### config.mk
export PLATFORM = sky130hd
export DESIGN_NAME = spi_sphere_assembler
export DESIGN_NICKNAME = d
export VERILOG_FILES = /design/src/rtl/spi_sphere_assembler.sv
export SDC_FILE = /design/constraint.sdc
export NUM_CORES = 1
export LEC_CHECK = 0
export BUFFER_PORTS_ARGS = -buffer_cell sky130_fd_sc_hd__buf_2
export CORE_UTILIZATION = 50
export DETAILED_ROUTE_END_ITERATION = 6
export MAX_ROUTING_LAYER = met4
export PLACE_DENSITY = 0.68
export SETUP_SLACK_MARGIN = 0.5
export SYNTH_ARGS = -nofsm -noshare
export SYNTH_HDL_FRONTEND = slang
export SYNTH_SLANG_ARGS = --single-unit
### constraint.sdc
create_clock -name CLK100MHZ -period 7.42 [get_ports CLK100MHZ]
set_input_delay 0.742 -clock CLK100MHZ [delete_from_list [all_inputs] [get_ports CLK100MHZ]]
set_output_delay 0.742 -clock CLK100MHZ [all_outputs]
set_load 0.005 [all_outputs]
### src/rtl/spi_sphere_assembler.sv
// spi_sphere_assembler
//
// Builds 64-bit sphere words from the SPI receive byte stream. A word is
// {x16, y14, z16, r6, color12}, sent most significant byte first. Completed
// words wait in a small circular FIFO. While the controller requests data,
// each word is handed over as a one-cycle recv_dv pulse with recv_64bit.
//
// Optional build macro: SPHERE_CHECKSUM_EN
//   When defined, every word is followed by a ninth byte holding the XOR of
//   the eight data bytes. A word is pushed only when that byte matches.
//   When undefined, words are plain 8-byte frames and there is no checksum
//   logic. The ports are the same in both builds.
//
// Parameters:
//   DEPTH    FIFO depth in words (power of two, >= 2)
//   TIMEOUT  idle cycles allowed between bytes of one word
//   CNT_W    width of the saturating error counters
//
// Ports:
//   CLK100MHZ       in   system clock, rising edge
//   ck_rst_         in   asynchronous active-low reset
//   spi_cs_n        in   chip select (synchronous); high ends the frame
//   rx_dv           in   one-cycle strobe, rx_byte valid
//   rx_byte[7:0]    in   received byte
//   recv_interrupt  in   controller is ready to accept a word
//   recv_dv         out  one-cycle strobe, recv_64bit valid
//   recv_64bit      out  delivered sphere word (holds between strobes)
//   fifo_count      out  number of words held in the FIFO
//   overflow        out  sticky: a completed word was dropped (FIFO full)
//   clr_overflow    in   synchronous clear of overflow and ovf_cnt
//   frame_err       out  one-cycle pulse when a partial word is discarded
//   ovf_cnt         out  saturating count of dropped words
//   ferr_cnt        out  saturating count of frame errors
module spi_sphere_assembler #(
  parameter int DEPTH   = 4,
  parameter int TIMEOUT = 100000,
  parameter int CNT_W   = 8
) (
  input  logic                         CLK100MHZ,
  input  logic                         ck_rst_,
  input  logic                         spi_cs_n,
  input  logic                         rx_dv,
  input  logic [7:0]                   rx_byte,
  input  logic                         recv_interrupt,
  output logic                         recv_dv,
  output logic [63:0]                  recv_64bit,
  output logic [$clog2(DEPTH+1)-1:0]   fifo_count,
  output logic                         overflow,
  input  logic                         clr_overflow,
  output logic                         frame_err,
  output logic [CNT_W-1:0]             ovf_cnt,
  output logic [CNT_W-1:0]             ferr_cnt
);

  localparam int PTR_W = $clog2(DEPTH);
  localparam int CNT_FW = $clog2(DEPTH+1);
  localparam int TMO_W = $clog2(TIMEOUT+1);
`ifdef SPHERE_CHECKSUM_EN
  localparam int IDX_W = 4;
  localparam logic [IDX_W-1:0] LAST_IDX = 4'd8;
`else
  localparam int IDX_W = 3;
  localparam logic [IDX_W-1:0] LAST_IDX = 3'd7;
`endif

  typedef enum logic {IDLE, COLLECT} state_t;

  state_t                r_state;
  state_t                w_next;
  logic [IDX_W-1:0]      r_idx;
  logic [TMO_W-1:0]      r_tmo;
  logic [63:0]           r_word;
  logic                  r_push_req;
  logic [63:0]           r_mem [DEPTH];
  logic [PTR_W-1:0]      r_wr_ptr;
  logic [PTR_W-1:0]      r_rd_ptr;
  logic [CNT_FW-1:0]     r_count;
  logic                  r_recv_dv;
  logic [63:0]           r_recv_64bit;
  logic                  r_overflow;
  logic                  r_frame_err;
  logic [CNT_W-1:0]      r_ovf_cnt;
  logic [CNT_W-1:0]      r_ferr_cnt;
`ifdef SPHERE_CHECKSUM_EN
  logic [7:0]            r_xor;
`endif

  logic                  w_store;
  logic                  w_done;
  logic                  w_abort;
  logic [2:0]            w_lane;
  logic                  w_full;
  logic                  w_empty;
  logic                  w_pop;
  logic                  w_push_ok;
  logic                  w_drop;

  // Assembly FSM: next state and per-cycle strobes
  always_comb begin
    w_next  = r_state;
    w_store = 1'b0;
    w_done  = 1'b0;
    w_abort = 1'b0;
    unique case (r_state)
      IDLE: begin
        if (rx_dv && !spi_cs_n) begin
          w_store = 1'b1;
          w_next  = COLLECT;
        end
      end
      COLLECT: begin
        if (spi_cs_n) begin
          w_abort = 1'b1;
          w_next  = IDLE;
        end else if (rx_dv) begin
`ifdef SPHERE_CHECKSUM_EN
          if (r_idx == LAST_IDX) begin
            // ninth byte is the checksum, never stored in the word
            if (rx_byte == r_xor) w_done  = 1'b1;
            else                  w_abort = 1'b1;
            w_next = IDLE;
          end else begin
            w_store = 1'b1;
          end
`else
          w_store = 1'b1;
          if (r_idx == LAST_IDX) begin
            w_done = 1'b1;
            w_next = IDLE;
          end
`endif
        end else if (r_tmo == TMO_W'(TIMEOUT)) begin
          w_abort = 1'b1;
          w_next  = IDLE;
        end
      end
      default: w_next = IDLE;
    endcase
  end

  always_ff @(posedge CLK100MHZ or negedge ck_rst_) begin
    if (!ck_rst_) begin
      r_state     <= IDLE;
      r_idx       <= '0;
      r_tmo       <= '0;
      r_push_req  <= 1'b0;
      r_frame_err <= 1'b0;
      r_ferr_cnt  <= '0;
    end else begin
      r_state <= w_next;
      if (w_next == IDLE)  r_idx <= '0;
      else if (w_store)    r_idx <= r_idx + IDX_W'(1);
      // idle-gap timer: only runs while a word is partially collected
      if (r_state == COLLECT && w_next == COLLECT && !w_store)
        r_tmo <= r_tmo + TMO_W'(1);
      else
        r_tmo <= '0;
      r_push_req  <= w_done;
      r_frame_err <= w_abort;
      if (w_abort && r_ferr_cnt != {CNT_W{1'b1}})
        r_ferr_cnt <= r_ferr_cnt + CNT_W'(1);
    end
  end

  // Byte k lands at [63-8k:56-8k]; indexed write is equivalent to shifting.
  assign w_lane = 3'd7 - r_idx[2:0];

  always_ff @(posedge CLK100MHZ) begin
    if (w_store) begin
      r_word[{w_lane, 3'b000} +: 8] <= rx_byte;
`ifdef SPHERE_CHECKSUM_EN
      r_xor <= (r_state == IDLE) ? rx_byte : (r_xor ^ rx_byte);
`endif
    end
  end

  // FIFO: push one cycle after the last byte, pop on delivery
  assign w_full    = (r_count == CNT_FW'(DEPTH));
  assign w_empty   = (r_count == '0);
  // r_recv_dv gate enforces a gap cycle so the controller can drop its request
  assign w_pop     = recv_interrupt && !w_empty && !r_recv_dv;
  assign w_push_ok = r_push_req && (!w_full || w_pop);
  assign w_drop    = r_push_req && w_full && !w_pop;

  // r_word is still the completed word here; a new first byte only lands
  // at this same edge.
  always_ff @(posedge CLK100MHZ) begin
    if (w_push_ok) r_mem[r_wr_ptr] <= r_word;
  end

  always_ff @(posedge CLK100MHZ or negedge ck_rst_) begin
    if (!ck_rst_) begin
      r_wr_ptr     <= '0;
      r_rd_ptr     <= '0;
      r_count      <= '0;
      r_recv_dv    <= 1'b0;
      r_recv_64bit <= '0;
      r_overflow   <= 1'b0;
      r_ovf_cnt    <= '0;
    end else begin
      if (w_push_ok) r_wr_ptr <= r_wr_ptr + PTR_W'(1);
      if (w_pop)     r_rd_ptr <= r_rd_ptr + PTR_W'(1);
      unique case ({w_push_ok, w_pop})
        2'b10:   r_count <= r_count + CNT_FW'(1);
        2'b01:   r_count <= r_count - CNT_FW'(1);
        default: r_count <= r_count;
      endcase
      r_recv_dv <= w_pop;
      if (w_pop) r_recv_64bit <= r_mem[r_rd_ptr];
      // clear wins over a drop in the same cycle
      if (clr_overflow) begin
        r_overflow <= 1'b0;
        r_ovf_cnt  <= '0;
      end else if (w_drop) begin
        r_overflow <= 1'b1;
        if (r_ovf_cnt != {CNT_W{1'b1}})
          r_ovf_cnt <= r_ovf_cnt + CNT_W'(1);
      end
    end
  end

  assign recv_dv    = r_recv_dv;
  assign recv_64bit = r_recv_64bit;
  assign fifo_count = r_count;
  assign overflow   = r_overflow;
  assign frame_err  = r_frame_err;
  assign ovf_cnt    = r_ovf_cnt;
  assign ferr_cnt   = r_ferr_cnt;

endmodule

; ---- Word level (Yosys, flattened, before mapping)
; Memories as Yosys holds them, arrays and structs flattened. A register that Yosys moved wholly into a read port is not among the register bits.
; Cells that the tools add are included.
[op_classes]
addsub = 10
shift = 2
n_eq_ne = 8
bitwise_logic = 1
mux = 29
n_reduce_logical = 22
[ops]
columns = cell, count
row1 = bitwise mux 64 bit, 1
row2 = variable shift 8 x 8 -> 64 bit (first input constant), 1
row3 = indexed part select 8 x 8 -> 64 bit, 1
row4 = two-way mux 8 bit, 3
row5 = two-way mux 1 bit, 19
row6 = adder 17 x 1 -> 17 bit (second input constant), 1
row7 = == test 17 bit (second input constant), 1
row8 = two-way mux 17 bit, 1
row9 = adder 8 x 1 -> 8 bit (second input constant), 2
row10 = != test 8 bit (second input constant), 2
row11 = logical AND 1 bit, 9
row12 = negator 6 -> 8 bit, 1
row13 = zero test 1 bit, 7
row14 = adder 3 x 1 -> 3 bit (second input constant), 2
row15 = == test 3 bit (second input constant), 2
row16 = two-way mux 3 bit, 2
row17 = case mux 3 bit (2 select lines), 1
row18 = nonzero test 2 bit, 3
row19 = adder 2 x 1 -> 2 bit (second input constant), 2
row20 = case mux 1 bit (2 select lines), 2
row21 = zero test 3 bit, 1
row22 = subtractor 3 x 1 -> 3 bit (second input constant), 1
row23 = subtractor 3 bit (first input constant), 1
row24 = == test 2 x 1 -> 1 bit (second input constant), 1
row25 = other kinds (5), 5
[word_totals]
mem_count = 1
regBits = 112
mem_bits_rw = 256
input_bits = 14
[memory_table]
columns = memory, depth, word_bits, rd, rd_ports_with_merged_regs, write_ports, line
row1 = r_mem, 4, 64, 1, 1, 1, 74  ; logic [63:0] r_mem [DEPTH];

; ---- Depth between registers and ports, before layout
[logic_depth]
word_depth = 8
depth_mapped = 10
ltp_nobuf = 10

; ---- Worst setup path after synthesis
; Ideal clock, no wire load.
[synth_timing]
path_type = input-to-reg
startpoint = in recv_interrupt
endpoint = mem r_mem[0][0], enable pin
t_arrival_ps = 2528
setup_slack_ps = 4463
t_required_ps = 6991
stages = 3
setup_time_ps = 429
path_cell_list = nand2b_1 > nand3_1 > and3_1
[synth_via]
elab_chain_cells = 6
[synth_lines]
columns = element, line
row1 = start: declaration, 44  ; input logic recv_interrupt,
row2 = logical AND 1 bit (2 in a row), 181  ; assign w_pop = recv_interrupt && !w_empty && !r_recv_dv;
row3 = logical OR 1 bit, 182  ; assign w_push_ok = r_push_req && (!w_full || w_pop);
row4 = logical AND 1 bit, 182
row5 = two-way mux 1 bit, 188  ; if (w_push_ok) r_mem[r_wr_ptr] <= r_word;
row6 = two-way mux 1 bit (not written as such), 188
row7 = end: declaration, 74
; Every way passes these cells.

==> reports/results.tsv <==
metric	value	unit
worst skew pair latency	0.53	ns
via/cell ratio	5.340	
Initial Utilization	50.81	%
first-pass GRT wire length	46700	µm
I/O pin count	100	
Detail Placement HPWL	16860	µm
final hold vios	0	
R2R Setup Slk	4.57	ns
EDFF count, synth	320	
Yosys warnings	0	
register bit total from synthesis	432	
CP arrival	2.98	ns
grt ovf	0	
Die ar.	0.03371	mm²
clk buf depth	3	
Via Count	7791	
worst r2r path cells	4	
H-tree depth	2	
asr flop ratio synth	25.93	%
FP Rows	66	
most frequent cells after synthesis	320 x edfxtp_1, 112 x dfrtp_1, 64 x mux2_2, 64 x mux4_2, 57 x and2_1	
CP endpoint kind	register	
hold_buf cts	0	
WS Path Type	register to register	
n_diodes	0	
Worst setup startpoint	r_idx[0]$_DFFE_PN0P_	
largest net degree at the start of global routing	68	
final core area utilization	57.86	%
reg2reg end	r_word[59]$_DFFE_PP_	
number of port buffers	99	
DRT antenna net count	0	
Fin Clk Skew	0.01150	ns
initial antenna violation count	1	
switching share of power	24.46	%
fmax	0.3513	GHz
share of cells above drive strength 1	30.68	%
final wirelength	29810	µm
Setup-failing EPs final	0	
Synth cell types	49	
routability cong.	0.7537	
failing checks	DRC	
Remaining DRCs	1	
top cell type's share of synthesized area	58.27	%
fill count	2423	
Net Count, Synth	885	
combinational share of power	17.1	%
Clk network pwr share	33.7	%
Internal	4584	µW
clk root buf	clkbuf_16	
vias in the first global route	8039	
Synth area leaders	edfxtp_1 58%, dfrtp_1 17%, mux4_2 8.7%	
CP Max Fanout	16	
CP Data Required Time	7.56	ns
cell with the most instances after synthesis	edfxtp_1	
Worst-path clk slew	0.06	ns
Pins Over Slew Limit	0	
clk sink count	432	
Seq/Total Area, Yosys	75.27	%
cts repair resizes	0	
die height	183.6	µm
Worst VDD drop	210.3	µV
Worst Hold Class	input pin to async pin	
Cells after DPL	1381	
fin nets	1010	
synthesized area	0.01649	mm²
syn avg cell area	19.20	µm²
Worst-Margin Slew	1.105	ns
Post-Synthesis Cells	859	
TritonCTS Buffers	43	
static leakage	0.006822	µW
Setup TNS Final	0	ns
CTS tree	built	
Overall Global Routing Usage	19.13	%
fin cells	1459	
maximum capacitance violations	0	
worst r2r src	r_idx[0]$_DFFE_PN0P_	
drt initial violations	369	
dominant cell type by area after synthesis	edfxtp_1	
average wire per standard cell	20.43	µm
die width	183.6	µm
PwrDens	323.2	mW/mm²
critical path startpoint category	register	
drt pass-1 iters	7	
Layout area overhead	13.87	%
minimum clock period	2.847	ns
RSZ-0062 raised after global routing	false	
outcome	finished with violations	
Tcrit/Tclk final	38.36	%
NetSw	1485	µW
Most used DFF post-synth	edfxtp_1	
Seq pwr share	49.3	%
relative slew slack	25.75	%
placeable core region	0.03245	mm²
Post CTS Setup Buffer Count	0	
-- placed cells by master, fill, tap and decap left out, drive strengths merged, types with 3 or more instances in the layout --
cell type	count
a21oi	6
xor2	12
edfxtp	320
nor2	42
o21ai	6
dfrtp	112
and4	4
and3	18
nand2	18
clkbuf	57
mux4	64
clkinv	15
nand3	16
and2	58
nor3	9
nor2b	5
buf	107
mux2	67
nor4	4
xnor2	21
inv	17
nand4	5
nand2b	6
bufinv	3
ha	11
-- critical path, cell delays in order, from the launching register on --
cell	delay, ns
dfrtp_1	0.47
ha_1	0.24
ha_1	0.43
or3_1	0.45
nor3_1	0.86
-- logic make-up after synthesis --
kind of cell	synth area share (%)
and+or+nand+nor	6.882
muxes	13.32
adders and majority gates	0.9560
DFF	75.27
buffers and inverters	1.351
xor gates and xnor gates	1.753
AOI/OAI and AO/OA	0.4780
-- state kept, by name (all words and copies together), names as in the netlist --
| register | cells |
|---|---|
| r_wr_ptr | 2 |
| r_word | 64 |
| r_idx | 3 |
| r_mem | 256 |
| fifo_count | 3 |
| r_push_req | 1 |
| frame_err | 1 |
| r_state | 1 |
| r_tmo | 17 |
| r_rd_ptr | 2 |
| ovf_cnt | 8 |
| ferr_cnt | 8 |
| recv_dv | 1 |
| recv_64bit | 64 |
| overflow | 1 |
-- area by class of cell --
cell class | count | area, µm² | share of cell area [%]
sequential | 432 | 12420 | 66.12
tap | 442 | 553.0 | 2.945
timing repair buffer | 107 | 558.0 | 2.972
multi-input combinational | 386 | 3869 | 20.60
inverter | 14 | 52.55 | 0.2799
clock buffer | 57 | 1149 | 6.117
clock inverter | 21 | 180.2 | 0.9595
-- per-stage QoR --
| stage | area (µm²) | setup WS [ns] | hold slack (ns) | power [µW] |
|---|---|---|---|---|
| after floorplan | 16490 | 4.463 | 0.4428 | 3732 |
| after global placement | 17450 | 4.620 | 0.4680 | 4087 |
| after detailed placement | 17450 | 4.591 | 0.4731 | 4110 |
| after CTS | 18780 | 4.578 | 0.3214 | 6151 |
| after global routing | 18780 | 4.348 | 0.3462 | 6356 |
| final | 18780 | 4.573 | 0.2892 | 6069 |
-- power by group through the flow --
stage          Sequential [µW]  Combinational, µW  Clock (µW)
2_1_floorplan             2940                794           0
3_3_place_gp              3040               1040           0
3_5_place_dp              3050               1060           0
4_1_cts                   3000               1060        2090
5_1_grt                   3030               1130        2190
6_report                  2990               1030        2040
-- per-layer routing --
metal / track usage (%) / vias up / routed length (µm)
li1: - / 3548 / -
met1: 25.96 / 4040 / 13230
met2: 30.52 / 161 / 14750
met3: 2.872 / 42 / 1282
met4: 5.167 / 0 / 552
met5: - / - / 0
-- worst max path at each step --
stage | end | slack [ns] | cells after the start
2_1_floorplan | r_mem[0][0]$_DFFE_PP_ | 4.46 | 3
3_3_place_gp | r_word[27]$_DFFE_PP_ | 4.62 | 5
3_5_place_dp | r_word[29]$_DFFE_PP_ | 4.59 | 5
4_1_cts | r_word[29]$_DFFE_PP_ | 4.58 | 5
5_1_grt | r_word[27]$_DFFE_PP_ | 4.35 | 5
6_report | r_word[59]$_DFFE_PP_ | 4.57 | 4
Power figures use the tool's default switching activity.
